**src/rtl/serial_add_pkg.sv**
```systemverilog
// serial_add_pkg: shared defaults, FSM state type and id-width helper for serial_add_sched
package serial_add_pkg;

    localparam int NREQ_DEF  = 4;
    localparam int WIDTH_DEF = 8;

    typedef enum logic [1:0] {
        IDLE  = 2'd0,
        SHIFT = 2'd1,
        DONE  = 2'd2
    } state_e;

    // Index width that never collapses to zero bits.
    function automatic int id_w(input int n);
        return (n < 2) ? 1 : $clog2(n);
    endfunction

endpackage

```
**src/rtl/fa_cell.sv**
```systemverilog
// fa_cell: combinational one-bit full adder, the single shared arithmetic resource
//   a_i, b_i, c_i  operand bits and carry-in
//   sum_o, carry_o sum bit and carry-out
module fa_cell (
    input  logic a_i,
    input  logic b_i,
    input  logic c_i,
    output logic sum_o,
    output logic carry_o
);

    assign sum_o   = a_i ^ b_i ^ c_i;
    assign carry_o = (a_i & b_i) | (c_i & (a_i ^ b_i));

endmodule

```
**src/rtl/serial_add_sched.sv**
```systemverilog
// serial_add_sched: arbitrates NREQ requesters onto one full-adder cell, bit-serial add
//   clk, rst_n              clock, asynchronous active-low reset
//   req_valid/req_ready     per-requester request and one-hot acceptance pulse
//   req_a/req_b/req_cin     packed operands (requester i at [i*WIDTH +: WIDTH]) and carry-ins
//   res_valid/res_ready     result handshake
//   res_sum/res_cout/res_id registered result and id of the served requester
//   busy                    high whenever the FSM is not IDLE
// Macro SERIAL_ADD_RR_EN: round-robin arbitration; undefined gives fixed lowest-index priority.
module serial_add_sched
    import serial_add_pkg::*;
#(
    parameter  int NREQ  = NREQ_DEF,
    parameter  int WIDTH = WIDTH_DEF,
    localparam int IDW   = id_w(NREQ)
) (
    input  logic                  clk,
    input  logic                  rst_n,
    input  logic [NREQ-1:0]       req_valid,
    output logic [NREQ-1:0]       req_ready,
    input  logic [NREQ*WIDTH-1:0] req_a,
    input  logic [NREQ*WIDTH-1:0] req_b,
    input  logic [NREQ-1:0]       req_cin,
    output logic                  res_valid,
    input  logic                  res_ready,
    output logic [WIDTH-1:0]      res_sum,
    output logic                  res_cout,
    output logic [IDW-1:0]        res_id,
    output logic                  busy
);

    localparam int CW = id_w(WIDTH);

    state_e           state_q, state_d;
    logic [CW-1:0]    cnt_q, cnt_d;
    logic             carry_q, carry_d;
    logic             cout_q, cout_d;
    logic [WIDTH-1:0] a_q, a_d, b_q, b_d, sum_q, sum_d;
    logic [IDW-1:0]   id_q, id_d;
    logic [IDW-1:0]   win;
    logic             found;
    logic             fa_s, fa_c;
    logic [WIDTH-1:0] a_arr [NREQ];
    logic [WIDTH-1:0] b_arr [NREQ];

    genvar g;
    for (g = 0; g < NREQ; g++) begin : g_unpack
        assign a_arr[g] = req_a[g*WIDTH +: WIDTH];
        assign b_arr[g] = req_b[g*WIDTH +: WIDTH];
    end

`ifdef SERIAL_ADD_RR_EN
    logic [IDW-1:0] ptr_q, ptr_d;

    // Search starts at ptr and wraps, so the last winner gets the lowest priority.
    always_comb begin : arb
        int j;
        logic [IDW-1:0] idx;
        j     = 0;
        idx   = '0;
        found = 1'b0;
        win   = '0;
        for (int i = 0; i < NREQ; i++) begin
            j   = int'(ptr_q) + i;
            j   = (j >= NREQ) ? j - NREQ : j;
            idx = IDW'(j);
            if (!found && req_valid[idx]) begin
                found = 1'b1;
                win   = idx;
            end
        end
    end

    assign ptr_d = (state_q == IDLE && found)
                 ? ((win == IDW'(NREQ - 1)) ? '0 : win + IDW'(1))
                 : ptr_q;

    always_ff @(posedge clk or negedge rst_n) begin
        if (!rst_n) ptr_q <= '0;
        else        ptr_q <= ptr_d;
    end
`else
    always_comb begin : arb
        found = 1'b0;
        win   = '0;
        for (int i = 0; i < NREQ; i++) begin
            if (!found && req_valid[i]) begin
                found = 1'b1;
                win   = IDW'(i);
            end
        end
    end
`endif

    fa_cell u_fa (
        .a_i    (a_q[cnt_q]),
        .b_i    (b_q[cnt_q]),
        .c_i    (carry_q),
        .sum_o  (fa_s),
        .carry_o(fa_c)
    );

    always_comb begin
        state_d = state_q;
        cnt_d   = cnt_q;
        carry_d = carry_q;
        cout_d  = cout_q;
        a_d     = a_q;
        b_d     = b_q;
        sum_d   = sum_q;
        id_d    = id_q;
        case (state_q)
            IDLE: if (found) begin
                state_d = SHIFT;
                a_d     = a_arr[win];
                b_d     = b_arr[win];
                carry_d = req_cin[win];
                id_d    = win;
                cnt_d   = '0;
                sum_d   = '0;
                cout_d  = 1'b0;
            end
            SHIFT: begin
                sum_d[cnt_q] = fa_s;
                carry_d      = fa_c;
                cnt_d        = cnt_q + CW'(1);
                if (cnt_q == CW'(WIDTH - 1)) begin
                    state_d = DONE;
                    cout_d  = fa_c;
                    cnt_d   = '0;
                end
            end
            DONE: state_d = res_ready ? IDLE : DONE;
            default: state_d = IDLE;
        endcase
    end

    always_ff @(posedge clk or negedge rst_n) begin
        if (!rst_n) begin
            state_q <= IDLE;
            cnt_q   <= '0;
            carry_q <= 1'b0;
            cout_q  <= 1'b0;
            a_q     <= '0;
            b_q     <= '0;
            sum_q   <= '0;
            id_q    <= '0;
        end else begin
            state_q <= state_d;
            cnt_q   <= cnt_d;
            carry_q <= carry_d;
            cout_q  <= cout_d;
            a_q     <= a_d;
            b_q     <= b_d;
            sum_q   <= sum_d;
            id_q    <= id_d;
        end
    end

    // Gated by rst_n so every output reads 0 while reset is held, even with requests pending.
    assign req_ready = (state_q == IDLE && found && rst_n) ? (NREQ'(1) << win) : '0;
    assign res_valid = (state_q == DONE);
    assign busy      = (state_q != IDLE);
    assign res_sum   = sum_q;
    assign res_cout  = cout_q;
    assign res_id    = id_q;

endmodule

```
**config.mk**
```make
export PLATFORM = sky130hd
export DESIGN_NAME = serial_add_sched
export DESIGN_NICKNAME = d
export VERILOG_FILES = /design/src/rtl/serial_add_pkg.sv /design/src/rtl/fa_cell.sv /design/src/rtl/serial_add_sched.sv
export SDC_FILE = /design/constraint.sdc
export NUM_CORES = 1
export LEC_CHECK = 0
export CORE_AREA = 5 5 76 78
export DETAILED_ROUTE_END_ITERATION = 10
export DIE_AREA = 0 0 81 83
export PLACE_DENSITY_LB_ADDON = 0.12
export REMOVE_ABC_BUFFERS = 1
export SLEW_MARGIN = 20
export SYNTH_ARGS = -nofsm -noshare
export SYNTH_HDL_FRONTEND = slang
export SYNTH_SLANG_ARGS = --single-unit
```
**constraint.sdc**
```tcl
create_clock -name clk -period 2.5 [get_ports clk]
set_clock_uncertainty 0.2 [all_clocks]
set_input_delay 0.25 -clock clk [delete_from_list [all_inputs] [get_ports clk]]
set_output_delay 0.25 -clock clk [all_outputs]
set_load 0.05 [all_outputs]
```
==> results.ini, run 1 <==
[synth]
syn-cell-area_mm2=0.00205
syn_inst=204
yosys_warnings=0
ys_seq_area_frac=0.403
ys_types=39
syn_area_per_cell_um2=10.0
synth_seq_cells=33

[sta]
max_slew_margin=0.639
hold_violations=0
post-route-period-util=0.938
grt_setup_unrepaired=false
fmax_ghz=0.427
fin_ws_ns=0.156
worst_pin_slew_ns=0.542
setup_violations=0
min_period_ns=2.34
setup_tns_ns=0
slew_viol_final=0

[worst_setup_path]
r2r_setup_slack_ns=0.16
worstSetupPathType=reg -> reg
required_ns=2.50
r2r_start=cnt_q[1]
crit_path_start_kind=flop
cp_max_fo=8
r2r_end=res_sum[7]
reg2reg_depth=6
cp-end-kind=flop
worstPathArrival_ns=2.34

[clocking]
numCtsBuffers=5
cts.repair.resized=0
htreeDepth=2
cts_buffer_depth=2
path_clk_slew_ns=0.07
clk_latency_ns=0.28
clock_sinks=33
cts_tree=yes
cts_root_buf=clkbuf_8
cts_setup_buffers=0

[final_layout]
drive_gt1_frac=0.176
utilization=0.629
final_cell_mix=clkdlybuf4s50_1 (86), dfrtp_1 (33), a22o_1 (17), a222oi_1 (17), nand3_1 (14)
antennaDiodeCount=0
final_area_mm2=0.00315
final_common_cell=clkdlybuf4s50_1
area_growth_pct=53.9
nets=373

[routing]
viasPerCell=5.32
drt_first_iter_violations=90
drt-total-wl_um=5660
drc=0
ant_nets=0
wl_per_cell_um=15.5
firstDrtPassIters=5
dr_total_vias=1947

[placed_design]
place_congestion=0.773
dpl_cell_area_mm2=0.00303
hpwlAfterDp_um=4440
pre_cts_ws_ns=0.159
port_buffers=91

[floorplanning]
die_area_mm2=0.00672
die_w_um=81
start_util=0.409
core_mm2=0.00501
boundaryPins=92
row_count=26
die_y_um=83

[power]
powerDensity_mw_per_mm2=1020
peakVddDrop_mv=0.494
power_w=0.00322
leakage_nw=1.24

[global_route]
grt_max_degree=35
gr-total-overflow=0
grt_pass1_vias=1956
grt_use_total=0.175
grt_first_pass_wirelength_um=9230
antenna_found_initial=0

[min_path]
hp-class=in -> async

[run_status]
status=completed

[flow_run]
maxCapViolCount=0

==> layout make-up <==
| class | instances | area, um^2 |
|---|---|---|
| flip-flops and latches | 33 | 826 |
| clock buffers | 7 | 86.3 |
| inverters | 5 | 18.8 |
| clock inverters | 1 | 30.0 |
| repair buffers | 103 | 1030 |
| multi-input cells | 147 | 1080 |
| fillers | 446 | 1860 |
| well taps | 70 | 87.6 |
==> worst max path at each step <==
stage                     startpoint  slack, ns    endpoint  cells after the start
after detailed placement    cnt_q[1]       0.16  res_sum[7]                      6
after global routing        cnt_q[1]       0.01  res_sum[5]                      6
after CTS                   cnt_q[1]       0.14  res_sum[7]                      6
final                       cnt_q[1]       0.16  res_sum[7]                      6
after floorplan             cnt_q[1]       0.30  res_sum[0]                      6
after global placement      cnt_q[1]       0.29  res_sum[5]                      6
==> state kept, by name (all words and copies together), names as in the netlist <==
name,cells
a_q,8
b_q,8
res_sum,8
cnt_q,3
res_id,2
state_q,2
carry_q,1
res_cout,1
==> metrics by stage <==
stage,std cells,hold slack [ns]
4_1_cts,366,0.125
3_3_place_gp,357,-0.131
3_5_place_dp,357,-0.124
6_report,366,0.123
5_1_grt,366,0.142
2_1_floorplan,185,-0.246
==> where the power goes <==
part           leakage (nW)  switching [W]  internal, W
Combinational         0.790       0.000966     0.000758
Sequential            0.396       0.000201     0.000779
Clock                0.0585       0.000194     0.000325
Total                  1.24        0.00136      0.00186
==> timing repair <==
| action | in CTS | in global routing |
|---|---|---|
| endpoints found under the hold margin | 33 | 0 |
| setup endpoints to repair | 0 | 0 |
| hold buffers | 1 | 0 |
==> synthesized netlist by cell type <==
library cell	count	area (um^2)
o2bb2ai_1	1	8.76
mux2_2	2	22.5
nand3b_1	1	7.51
o21a_1	1	7.51
o22a_1	1	8.76
a22o_1	17	149
a222oi_1	17	170
fa_1	1	20.0
nand2_1	8	30.0
o31ai_1	1	7.51
and3_1	3	18.8
buf_2	7	35.0
o221a_2	1	11.3
ha_1	2	25.0
nor2b_1	6	37.5
nand3_1	14	70.1
nor2_1	10	37.5
nand4_1	1	6.26
mux4_2	2	45.0
clkbuf_1	6	22.5
o21ai_2	3	26.3
nor2_2	12	75.1
dfrtp_1	33	826
o22ai_1	1	6.26
and4_1	2	17.5
or3_4	1	11.3
a211oi_1	1	7.51
a21oi_2	7	61.3
a31oi_1	1	6.26
a21oi_1	11	55.1
nor2_4	1	11.3
buf_6	6	67.6
o21ai_0	9	45.0
o221ai_1	1	8.76
inv_1	5	18.8
nor3b_1	2	15.0
nand2b_1	3	18.8
a32o_1	1	10.0
mux2i_1	2	20.0
==> kinds of logic (layout without fill, tap and decap cells) <==
| kind of cell | count (synthesis) | after routing | synth area share |
|---|---|---|---|
| AOI/OAI and AO/OA | 74 | 74 | 0.288 |
| DFF | 33 | 33 | 0.403 |
| adders and majority gates | 3 | 3 | 0.0220 |
| buffers and inverters | 24 | 116 | 0.0702 |
| and+or+nand+nor | 64 | 64 | 0.174 |
| muxes | 6 | 6 | 0.0428 |
==> layer usage <==
metal | vias to the layer above | wire length (um) | track usage
met5 | - | 0 | 0
met4 | 0 | 85 | 0.0599
met3 | 8 | 406 | 0.0465
met2 | 71 | 2610 | 0.276
met1 | 903 | 2560 | 0.228
li1 | 965 | - | -
==> worst max-delay path, stage by stage, from the launching register on <==
cell	delay, ns
dfrtp_1	0.47
mux2_2	0.37
nand2_1	0.07
mux2i_1	0.07
a211oi_1	0.29
fa_1	0.57
o21ai_0	0.22
(Power assumes the default switching activity.)
==> run 2: changes to the inputs <==
- CORE_AREA: 5 5 76 78 -> 2 2 73 75
- DIE_AREA: 0 0 81 83 -> 0 0 75 77
==> run 2 against run 1 <==
Against the previous run:
- combinational power barely moved
- clock-buffer cell count did not move
- register-to-register slack improved by 0.05 ns
- critical path type unchanged
==> results.ini, run 2 (synthesis results as in run 1) <==
[clocking]
numCtsBuffers=5
cts_buffer_depth=2
clk_latency_ns=0.28
cts_setup_buffers=0
htreeDepth=2
clock_sinks=33
cts_root_buf=clkbuf_8
path_clk_slew_ns=0.07
cts_tree=yes

[worst_setup_path]
crit_slowest_cell=fa_1
r2r_start=cnt_q[1]
crit_path_start_kind=flop
cp-end-kind=flop
crit_path_max_incr_delay_ns=0.56
worstSetupPathType=reg -> reg
cp_max_fo=11
cp-startpoint=cnt_q[1]
worstPathArrival_ns=2.30
required_ns=2.50
crit_chain=mux2_2 -> nand2_1 -> mux2i_1 -> a211oi_1 -> fa_1 -> o21ai_0

[flow_run]
maxCapViolCount=0

[final_layout]
antennaDiodeCount=0
n_fill_cell=449
final_cell_mix=clkdlybuf4s50_1 (86), dfrtp_1 (31), a22o_1 (17), a222oi_1 (17), nand3_1 (14)
nets=372
drive_gt1_frac=0.180
utilization=0.635
final_cell_count_no_fill=365
final_common_cell=clkdlybuf4s50_1
area_growth_pct=54.3

[sta]
min_period_ns=2.30
setup_tns_ns=0
worst_pin_slew_ns=0.514
setup_violations=0
slew_viol_final=0
max_slew_margin=0.656
hold_violations=0
post-route-period-util=0.919
grt_setup_unrepaired=false
fmax_ghz=0.435

[placed_design]
place_congestion=0.815
dp.cells=356
hpwlAfterDp_um=4180
port_buffers=91

[floorplanning]
boundaryPins=92
core_mm2=0.00498
die_y_um=77
row_count=26
start_util=0.412
die_w_um=75
die_area_mm2=0.00578

[power]
peakVddDrop_mv=0.455
powerDensity_mw_per_mm2=1020
leakage_nw=1.24

[min_path]
hp-class=in -> async

[global_route]
grt_use_total=0.197
gr-total-overflow=0
grt_first_pass_wirelength_um=8890
antenna_found_initial=0
grt_pass1_vias=1950
grt_max_degree=32

[routing]
dr_total_vias=1932
viasPerCell=5.29
drt_first_iter_violations=100
ant_nets=0
firstDrtPassIters=4
drt-total-wl_um=5350
drc=0
wl_per_cell_um=14.7

[run_status]
status=completed

==> run 2: critical path: cells and delay by family (launching register included) <==
kind | cells | cell delay, ns
compound gates | 2 | 0.50
mux | 2 | 0.42
fa+ha+maj | 1 | 0.56
flops | 1 | 0.47
simple gates | 1 | 0.07
==> run 2: where the power goes <==
part / total [W] / switching (W) / internal [W] / leakage [nW]
Clock: 0.000515 / 0.000190 / 0.000325 / 0.0585
Sequential: 0.000999 / 0.000217 / 0.000782 / 0.394
Combinational: 0.00170 / 0.000931 / 0.000769 / 0.788
==> run 2: final timing paths <==
path,slack (ns),cells after the start,end
worst min register to register,0.29,1,res_id[1]
worst max-delay path,0.20,6,res_sum[3]
min in group clk,0.29,1,res_id[1]
worst min-delay path,0.13,2,res_id[1]
worst max register to register,0.20,6,res_sum[3]
max in group asynchronous,1.34,3,cnt_q[1]
==> run 2: through the flow <==
stage / setup WS [ns] / hold WS, ns / power (W) / cell area, um^2
finish: 0.202 / 0.131 / 0.00321 / 3160
global placement: 0.192 / -0.120 / 0.00269 / 3030
global route: 0.0163 / 0.144 / 0.00348 / 3160
CTS: 0.0806 / 0.111 / 0.00326 / 3160
detailed placement: 0.0800 / -0.119 / 0.00272 / 3030
floorplan: 0.297 / -0.246 / 0.00213 / 1920
==> run 2: layout make-up <==
type                            count  area [um^2]  share of cell area
Multi-Input combinational cell    147         1080               0.341
Timing Repair Buffer              102         1030               0.326
Sequential cell                    33          828               0.262
Tap cell                           70         87.6              0.0277
Clock buffer                        7         86.3              0.0273
Clock inverter                      1         30.0             0.00950
Inverter                            5         18.8             0.00594
==> run 2: repair_timing <==
item | in CTS | in global routing
hold buffers | 1 | 0
hold endpoints to repair | 33 | 0
endpoints found under the setup margin | 0 | 8
resized for setup | 0 | 2
==> run 2: per-layer routing <==
metal | vias up | GRT usage | share of wire
met5 | - | 0 | 0
met4 | 0 | 0.0375 | 0.0026
met3 | 2 | 0.0526 | 0.053
met2 | 69 | 0.308 | 0.48
met1 | 898 | 0.272 | 0.46
li1 | 963 | - | -
==> RTL edit (settings of run 2) <==
Set the package constant `WIDTH_DEF` to 10 (it was 8).
--- a/src/rtl/serial_add_pkg.sv
+++ b/src/rtl/serial_add_pkg.sv
@@ -3,5 +3,5 @@
 
     localparam int NREQ_DEF  = 4;
-    localparam int WIDTH_DEF = 8;
+    localparam int WIDTH_DEF = 10;
 
     typedef enum logic [1:0] {
Interface: changed (resized req_a, req_b and res_sum); port bits go from 92 to 110. No check against the original RTL was run, so the function may have changed too.
==> RTL edit against run 2 <==
  * The run now ends with negative setup slack left
  * Setup slack lost 0.29 ns
  * Design area rose by 23%
  * Via count grew 29%
  * Power grew 22%
  * Synthesized area increased by 19%
  * First-iteration DRC count up 100%
  * Sequential cell count up 7
  * Wire length up 34%
  * Critical path depth did not move
  * Critical path type unchanged
  * Critical endpoint is now res_sum[9]$_DFFE_PN0P_
  * Largest cell class unchanged
  * Highest routed layer unchanged
==> RTL edit: results (changes against run 2) <==
| Item | This run | Unit | Delta |
| --- | --- | --- | --- |
| Result of the run | finished, violations left | - |  |
| Violated checks | negative setup slack | - |  |
| DRC violation total after the first TritonRoute iteration | 202 | - | +100% |
| NumNets Final | 455 | - | +22% |
| Maximum vdd drop | 0.481 | mV | +5.9% |
| Fillers | 347 | - | -23% |
| Worst setup path startpoint | cnt_q[0]$_DFFE_PN0P_ | - |  |
| Slowest stage delay, CP | 0.53 | ns | -0.03 ns |
| Overall routing resource usage | 26.7 | % | +7.1 points |
| Worst reg2reg path endpoint | res_sum[9]$_DFFE_PN0P_ | - |  |
| Post-synthesis sequential area ratio | 40.9 | % | +0.60 points |
| Non-clock buffer total of the final layout | 129 | - | +26% |
| Share of cells above drive strength 1 | 12.9 | % | -5.1 points |
| Clk cell area share | 2.32 | % | -1.4 points |
| Final critical-path setup slack | -0.0923 | ns | -0.294 ns |
| Worst endpoint data arrival time | 2.63 | ns | +0.33 ns |
| Count of endpoints failing setup in the final report | 2 | - | +2 |
| Fraction of the mapped netlist area in compound gates | 21.6 | % | -7.1 points |
| Count of clock buffers in the final design | 8 | - | +1 |
| Crit path max-delay family | compound AO/OA/AOI/OAI gates | - |  |
| Biggest area consumer among synthesized cells | dfrtp_1 | - |  |
| Share of cell area taken by muxes after synthesis | 16.0 | % | +12 points |
| First-pass GRT wire length | 11.7 | mm | +32% |
| Top cells by instance count after synthesis | 40 x dfrtp_1, 39 x nand2_1, 29 x mux2i_1 | - |  |
| PortBufs | 109 | - | +20% |
| Post-synthesis share of cell area spent on full adders, half adders and majority gates | 0.818 | % | -1.4 points |
| Largest net degree at the start of global routing | 31 | - | -3.1% |
| Non-Clock Buffer Area Fraction | 33.8 | % | +1.2 points |
| Vias | 2,495 | - | +29% |
| Relative slew slack | 51.9 | % | -14 points |
| Cell area after synthesis | 0.00245 | mm^2 | +19% |
| Synth Area in XOR/XNOR | 0 | % | unchanged |
| Number of multi-input combinational cells | 183 | - | +24% |
| Number of signal-net inverters in the final layout | 4 | - | -1 |
| Flip-flop and latch share of the layout cell area | 25.8 | % | -0.43 points |
| Largest cells by area after synthesis | dfrtp_1 41%, mux2i_1 12%, o221ai_1 7.2% | - |  |
| Finished Layout Cells | 434 | - | +19% |
| Seq Cell Count | 40 | - | +21% |
| CP max stage cell | mux4_2 | - |  |
| Average wire per standard cell | 16.5 | um | +13% |
| Area taken by multi-input logic gates | 0.00138 | mm^2 | +28% |
| Number of placed cells counting well taps | 422 | - | +19% |
| Top fanout value on the critical path | 4 | - | -7 |
| DPL Wire Length | 5.20 | mm | +25% |
| Post-synthesis cell type count | 40 | - | +2.6% |
| Placed cell areas | 0.00370 | mm^2 | +22% |
| Leakage dissipation | 0.00170 | uW | +37% |
| Gpl congestion | 0.864 | - | +6.0% |
[RTL edit: through the flow]
stage	setup WS [ns]	utilization, %	setup TNS (ns)	hold slack, ns	power (uW)
floorplan	-0.441	-	-1.47	-0.246	2410
finish	-0.0923	78.0	-0.128	0.239	3910
global placement	-0.130	74.4	-0.170	0.0232	3200
CTS	-0.0673	77.4	-0.114	0.245	3790
detailed placement	-0.233	74.4	-0.465	0.0251	3250
global route	-0.146	78.0	-0.402	0.283	4170
[RTL edit: what timing repair did]
item	in CTS	in global routing
hold endpoints to repair	17	0
resized for setup	4	5
pin swaps	5	3
setup buffers	3	0
setup endpoints to repair	11	11
hold buffers	1	0
[RTL edit: power breakdown]
group | total, uW | switching, uW | internal, uW
clock | 440 | 215 | 225
sequential | 1110 | 187 | 925
combinational | 2360 | 1290 | 1070
total | 3910 | 1690 | 2230
[RTL edit: metal layers]
metal	track usage, %	part of all wire [%]	wire length (um)
met2	40.4	50	3590
met5	0	0	0
met3	7.23	6.7	478
met4	11.6	1.7	122
met1	35.6	42	2980
